`src/rtl/data_island_scheduler.sv`:
```
// data_island_scheduler
// Sequences HDMI data island periods inside video blanking and arbitrates
// round-robin between NUM_SOURCES packet sources. An island is
//   preamble(8) + leading guard(2) + N x packet(32) + trailing guard(2)
// followed by MIN_CONTROL control cycles. An island, and every further packet
// in it, is started only if the remaining blanking window can hold it
// together with the closing guard band and the control period.
//
// Ports
//   clk_pixel          pixel clock, all logic on the rising edge
//   reset_n            synchronous reset, active low
//   blanking_window    high while control/data island periods are legal
//   window_remaining   blanking cycles left including the current one
//   packet_request     level request per source, held until granted
//   packet_grant       one-hot pulse in the first data cycle of a packet
//   packet_select      index of the source owning the current packet
//   packet_null        high for a whole packet that no source owns
//   mode               0 control, 1 preamble, 2 guard band, 3 data island
//   data_island_period high exactly when mode == 3
//   overrun            sticky: blanking ended inside an island
module data_island_scheduler #(
  parameter int NUM_SOURCES = 4,
  parameter int MAX_PACKETS = 18,
  parameter int MIN_CONTROL = 12
) (
  input  logic                           clk_pixel,
  input  logic                           reset_n,
  input  logic                           blanking_window,
  input  logic [11:0]                    window_remaining,
  input  logic [NUM_SOURCES-1:0]         packet_request,
  output logic [NUM_SOURCES-1:0]         packet_grant,
  output logic [$clog2(NUM_SOURCES)-1:0] packet_select,
  output logic                           packet_null,
  output logic [1:0]                     mode,
  output logic                           data_island_period,
  output logic                           overrun
);

  localparam int SEL_W = $clog2(NUM_SOURCES);
  localparam int PK_W  = $clog2(MAX_PACKETS + 1);
  // Counter covers the 32-cycle packet phase and the cooldown length.
  localparam int CNT_W = (MIN_CONTROL > 32) ? $clog2(MIN_CONTROL) : 5;

  // Cycles needed from the deciding cycle to the end of the control period.
  localparam logic [11:0] START_NEED = 12'(1 + 8 + 2 + 32 + 2 + MIN_CONTROL);
  localparam logic [11:0] CONT_NEED  = 12'(1 + 32 + 2 + MIN_CONTROL);

  typedef enum logic [1:0] {
    MODE_CONTROL  = 2'd0,
    MODE_PREAMBLE = 2'd1,
    MODE_GUARD    = 2'd2,
    MODE_ISLAND   = 2'd3
  } mode_t;

  typedef enum logic [2:0] {
    S_IDLE,
    S_PREAMBLE,
    S_LEAD_GUARD,
    S_PACKET,
    S_TRAIL_GUARD,
    S_COOLDOWN
  } state_t;

  state_t             state;
  logic [CNT_W-1:0]   cnt;
  logic [SEL_W-1:0]   rr_ptr;
  logic [PK_W-1:0]    packets_sent;
  logic               last_packet;

  logic               any_req;
  logic [SEL_W:0]     arb_pick;
  logic               win_valid;
  logic [SEL_W-1:0]   win_idx;
  logic [SEL_W-1:0]   next_ptr;
  logic               in_island;
  logic               lead_arb;
  logic               cont_ok;
  logic               take_grant;

  // Round-robin search starting at 'start'; returns {found, index}.
  function automatic logic [SEL_W:0] rr_pick(input logic [NUM_SOURCES-1:0] req,
                                             input logic [SEL_W-1:0]       start);
    logic             found;
    logic [SEL_W-1:0] idx;
    int               j;
    found = 1'b0;
    idx   = start;
    for (int k = 0; k < NUM_SOURCES; k++) begin
      j = int'(start) + k;
      if (j >= NUM_SOURCES) j = j - NUM_SOURCES;
      if (!found && req[SEL_W'(j)]) begin
        found = 1'b1;
        idx   = SEL_W'(j);
      end
    end
    return {found, idx};
  endfunction

  assign any_req   = |packet_request;
  assign arb_pick  = rr_pick(packet_request, rr_ptr);
  assign win_valid = arb_pick[SEL_W];
  assign win_idx   = arb_pick[SEL_W-1:0];

  // NOTE: every signal written in always_comb gets a default first so no
  // path can leave it unassigned and infer a latch.
  always_comb begin
    next_ptr   = (win_idx == SEL_W'(NUM_SOURCES - 1)) ? '0 : win_idx + 1'b1;
    in_island  = (state == S_PREAMBLE) || (state == S_LEAD_GUARD) ||
                 (state == S_PACKET)   || (state == S_TRAIL_GUARD);
    lead_arb   = (state == S_LEAD_GUARD) && (cnt == CNT_W'(1));
    // A null first packet (last_packet) always closes the island.
    cont_ok    = (state == S_PACKET) && (cnt == CNT_W'(31)) && !last_packet &&
                 any_req && (packets_sent < PK_W'(MAX_PACKETS)) &&
                 (window_remaining >= CONT_NEED);
    take_grant = (lead_arb && win_valid) || cont_ok;
  end

  // NOTE: sequential state uses non-blocking assignments so every flop
  // samples pre-edge values regardless of statement order.
  always_ff @(posedge clk_pixel) begin
    if (!reset_n) begin
      state              <= S_IDLE;
      cnt                <= '0;
      rr_ptr             <= '0;
      packets_sent       <= '0;
      last_packet        <= 1'b0;
      mode               <= MODE_CONTROL;
      data_island_period <= 1'b0;
      packet_grant       <= '0;
      packet_select      <= '0;
      packet_null        <= 1'b0;
      overrun            <= 1'b0;
    end else if (in_island && !blanking_window) begin
      // Blanking ended under us: drop straight to control, no cooldown.
      state              <= S_IDLE;
      cnt                <= '0;
      mode               <= MODE_CONTROL;
      data_island_period <= 1'b0;
      packet_grant       <= '0;
      packet_null        <= 1'b0;
      overrun            <= 1'b1;
    end else begin
      packet_grant <= '0;
      if (take_grant) begin
        packet_grant  <= NUM_SOURCES'(1) << win_idx;
        packet_select <= win_idx;
        packet_null   <= 1'b0;
        rr_ptr        <= next_ptr;
      end

      case (state)
        S_IDLE: begin
          if (blanking_window && any_req && (window_remaining >= START_NEED)) begin
            state <= S_PREAMBLE;
            cnt   <= '0;
            mode  <= MODE_PREAMBLE;
          end
        end
        S_PREAMBLE: begin
          if (cnt == CNT_W'(7)) begin
            state <= S_LEAD_GUARD;
            cnt   <= '0;
            mode  <= MODE_GUARD;
          end else begin
            cnt <= cnt + 1'b1;
          end
        end
        S_LEAD_GUARD: begin
          if (cnt == CNT_W'(1)) begin
            state              <= S_PACKET;
            cnt                <= '0;
            mode               <= MODE_ISLAND;
            data_island_period <= 1'b1;
            packets_sent       <= PK_W'(1);
            // All requests withdrawn during the preamble: send one null packet.
            packet_null        <= !win_valid;
            last_packet        <= !win_valid;
          end else begin
            cnt <= cnt + 1'b1;
          end
        end
        S_PACKET: begin
          if (cnt == CNT_W'(31)) begin
            cnt <= '0;
            if (cont_ok) begin
              packets_sent <= packets_sent + 1'b1;
            end else begin
              state              <= S_TRAIL_GUARD;
              mode               <= MODE_GUARD;
              data_island_period <= 1'b0;
              packet_null        <= 1'b0;
            end
          end else begin
            cnt <= cnt + 1'b1;
          end
        end
        S_TRAIL_GUARD: begin
          if (cnt == CNT_W'(1)) begin
            state <= S_COOLDOWN;
            cnt   <= '0;
            mode  <= MODE_CONTROL;
          end else begin
            cnt <= cnt + 1'b1;
          end
        end
        S_COOLDOWN: begin
          if (cnt == CNT_W'(MIN_CONTROL - 1)) begin
            state <= S_IDLE;
            cnt   <= '0;
          end else begin
            cnt <= cnt + 1'b1;
          end
        end
        default: begin
          state <= S_IDLE;
          cnt   <= '0;
          mode  <= MODE_CONTROL;
        end
      endcase
    end
  end

endmodule

```
`config.mk`:
```
export PLATFORM = sky130hd
export DESIGN_NAME = data_island_scheduler
export DESIGN_NICKNAME = d
export VERILOG_FILES = /design/src/rtl/data_island_scheduler.sv
export SDC_FILE = /design/constraint.sdc
export NUM_CORES = 1
export LEC_CHECK = 0
export ABC_AREA = 0
export CAP_MARGIN = 15
export CORE_MARGIN = 2
export CORE_UTILIZATION = 53
export CTS_CLUSTER_DIAMETER = 120
export CTS_CLUSTER_SIZE = 8
export DETAILED_ROUTE_END_ITERATION = 7
export HOLD_SLACK_MARGIN = 0.1
export PLACE_DENSITY = 0.81
export SYNTH_ARGS = -nofsm -noshare
export SYNTH_HDL_FRONTEND = slang
export SYNTH_SLANG_ARGS = --single-unit
```
`constraint.sdc`:
```
create_clock -name clk_pixel -period 3.29 [get_ports clk_pixel]
set_clock_uncertainty 0.05 [all_clocks]
set_input_delay 0.329 -clock clk_pixel [delete_from_list [all_inputs] [get_ports clk_pixel]]
set_output_delay 0.329 -clock clk_pixel [all_outputs]
set_load 0.01 [all_outputs]
```
==> results.toml <==
[critical_path]
cp_slowest_cell = "sky130_fd_sc_hd__dfxtp_1"
crit_path_start = "cnt[0]"
worst_r2r_endpoint = "packets_sent[3]"
cp_data_required_time_ns = 3.52
path_cells = "ha_1, and3_1, ha_1, and4b_1, nand4_2, o31a_2, or3_1, a21oi_1"
critPathLaunchType = "flop"
crit_arrival_ns = 2.80
timing.critical_path.mode_cell = "sky130_fd_sc_hd__ha_1"
criticalPathCategory = "flop to flop"
critical-path-max-stage-delay_ns = 0.46
cp-end-kind = "flop"
worst_reg_to_reg_cells = 8
reg2reg_slack_ns = 0.71
start_of_the_worst_register_to_register_path = "cnt[0]"
crit_path_max_fanout = 7

[placed_design]
place_congestion = 0.8744
portBuffers = 29
placement.cell_area_um2 = 1901
dp_hpwl_mm = 3.152
numPlacedInstances = 250

[die]
die-area_um2 = 3493
floorplan.initialDensity = 0.5688
die-width_um = 59.10
core.rowCount = 19
floorplan.die.height_um = 59.10
core-area_um2 = 2829
pin_count = 30

[grt]
grt_usage = 0.2563
wire_length_of_the_first_global_routing_pass_mm = 6.893
first_global_vias = 1565
grt_antenna_before_repair = 0
grt_start_max_net_pins = 19
overflow = 0

[cells_and_area]
synthToLayoutAreaGrowth_pct = 19.83
nNetsFinal = 247
drive_above_1_share = 0.07175
post-route-cell-area_um2 = 1928
final_common_cell = "sky130_fd_sc_hd__clkdlybuf4s50_1"
layout_common_cells = "29 x sky130_fd_sc_hd__clkdlybuf4s50_1, 27 x sky130_fd_sc_hd__dfxtp_1, 19 x sky130_fd_sc_hd__a21oi_1, 17 x sky130_fd_sc_hd__nor2_1"
n_antenna_cell = 0
finish.cell_count_without_fillers = 254
num-fill-cells = 244

[job]
drv.max_cap_violation_count = 0

[synth]
yosysWarnings = 0
sequential_area_share_after_synthesis = 0.3359
synthArstFlopShare = 0
ys_types = 50
syn-mean-instance-area_um2 = 8.252
synth_top_flop_cell = "sky130_fd_sc_hd__dfxtp_1"
netlist.top_cell.by_area = "sky130_fd_sc_hd__dfxtp_1"
ys_ff_latch = 27
synth_fp_nets = 218
synth.area.top_cells = "sky130_fd_sc_hd__dfxtp_1 34%, sky130_fd_sc_hd__a21oi_1 5.9%, sky130_fd_sc_hd__nor2_1 4.0%"
syn_inst = 195
synth_top_area_share = 0.3359
synthesis.area_um2 = 1609
synth-edff-count = 0

[run_status]
outcome = "complete, no violations"

[drt]
initialDrtViolationCount = 117
dr_total_vias = 1618
wl_per_cell_um = 15.96
ant_nets = 0
avgViaCountPerCell = 6.370
detail_route.wirelength_mm = 4.053
drt-pass1-iter-count = 4
post-route-drc-count = 0

[pwr]
power_leakage_nw = 0.7075
total_switching_power_w = 0.0001965
switching_share_of_total_power = 0.3065
vdd_ir_max_mv = 0.2389
p_int_w = 0.0004446
share_seq_of_total_power = 0.553
power_per_cell_area_nw_per_um2 = 332.5
power.combinational.fraction = 0.216
clkPwrFrac = 0.231

[timing]
setup_viol = 0
timing_worst_slew_pin_value_ns = 0.8573
max_freq_mhz = 388.0
timing.max_slew.rel_slack = 0.4284
slew_viol_final = 0
fin_setup_tns_ns = 0
min_period_ns = 2.578
timing_hold_violations_final = 0
rsz_0062_raised_after_global_routing = "false"
min_period_over_period = 0.7835

[clocking]
clk_latency_ns = 0.33
cts_setup_buffers = 0
post_cts_resize_count = 0
post_cts_hold_buffer_count = 0
clock_tree.root_cell = "sky130_fd_sc_hd__clkbuf_4"
clkTransAtPathRegs_ns = 0.16
tritoncts = "built"
cts.path.max_buffers = 2
depth_of_the_cts_h_tree = 1
tritoncts.num_buffers = 3
cts.sink_count = 27

[min_path]
worstHoldEndpoint = "packet_select[0]"
worstHoldStart = "packet_select[0]"
hold_path_depth = 2
worst_hold_path_type = "flop to flop"
[registers in the layout, indices dropped and copies added, names as in the netlist]
register            count
packet_grant            4
mode                    2
state                   3
overrun                 1
last_packet             1
rr_ptr                  2
cnt                     5
packet_null             1
packet_select           2
packets_sent            5
data_island_period      1
[layer usage]
layer | vias up | GRT usage | wire length (µm)
li1 | 800 | - | -
met1 | 760 | 0.3266 | 1777
met2 | 52 | 0.4365 | 2035
met3 | 6 | 0.03712 | 184
met4 | 0 | 0.09740 | 56
met5 | - | 0 | 0
[worst max-delay path, delay by kind of cell (launching register included)]
kind	cells	cell delay, ns
adder cells (fa/ha/maj)	2	0.51
AO/OA/AOI/OAI	2	0.55
AND/OR/NAND/NOR	4	0.97
flip-flops	1	0.46
[power by group through the flow]
stage          registers, W  clock network [W]   logic, W
2_1_floorplan      0.000354                  0  0.0000846
3_3_place_gp       0.000360                  0   0.000133
3_5_place_dp       0.000361                  0   0.000136
4_1_cts            0.000354           0.000153   0.000137
5_1_grt            0.000356           0.000163   0.000154
6_report           0.000355           0.000148   0.000138
[cells by family after synthesis]
family	share of synthesized area
AND/OR/NAND/NOR	0.2714
multiplexers	0.01322
XOR/XNOR	0.01089
buffers and inverters	0.05832
adder cells (fa/ha/maj)	0.03111
flip-flops	0.3359
AO/OA/AOI/OAI	0.2792
[per-stage QoR]
stage	setup slack, ns	util	total power (W)	hold WS (ns)
6_report	0.7124	0.6816	0.0006411	0.4264
5_1_grt	0.5696	0.6816	0.0006740	0.4540
4_1_cts	0.7225	0.6816	0.0006437	0.4351
3_5_place_dp	0.7202	0.6718	0.0004972	0.4124
3_3_place_gp	0.7962	0.6718	0.0004927	0.4031
2_1_floorplan	1.020	-	0.0004390	0.4044
[worst max-delay path by stage]
| stage | slack, ns | to |
|---|---|---|
| after floorplan | 1.02 | packets_sent[3] |
| after global placement | 0.80 | mode[1] |
| after detailed placement | 0.72 | state[2] |
| after CTS | 0.72 | packets_sent[3] |
| after global routing | 0.57 | packets_sent[3] |
| final | 0.71 | packets_sent[3] |
[final cells by class]
class	count	area [µm²]	area share
clock buffers	3	22.52	0.01168
clock inverters	1	5.005	0.002596
inverters	13	48.80	0.02531
multi-input cells	149	974.7	0.5055
flip-flops and latches	27	540.5	0.2803
well taps	31	38.79	0.02012
repair buffers	30	297.8	0.1544
[cells in the mapped netlist (all sizes together), types with 2 or more instances]
cell type / number
dfxtp: 27
a21oi: 19
nor2: 17
inv: 13
nand2: 13
o21ai: 12
nand3: 9
nand4: 6
nor3: 6
or3: 6
o22ai: 5
o31ai: 5
ha: 4
and4b: 3
buf: 3
clkbuf: 3
nor4: 3
o211ai: 3
a211oi: 2
a31o: 2
a31oi: 2
a41oi: 2
and4: 2
nor2b: 2
o2111ai: 2
o211a: 2
o21a: 2
o31a: 2
o41ai: 2
xnor2: 2
Power figures use the tool's default switching activity.
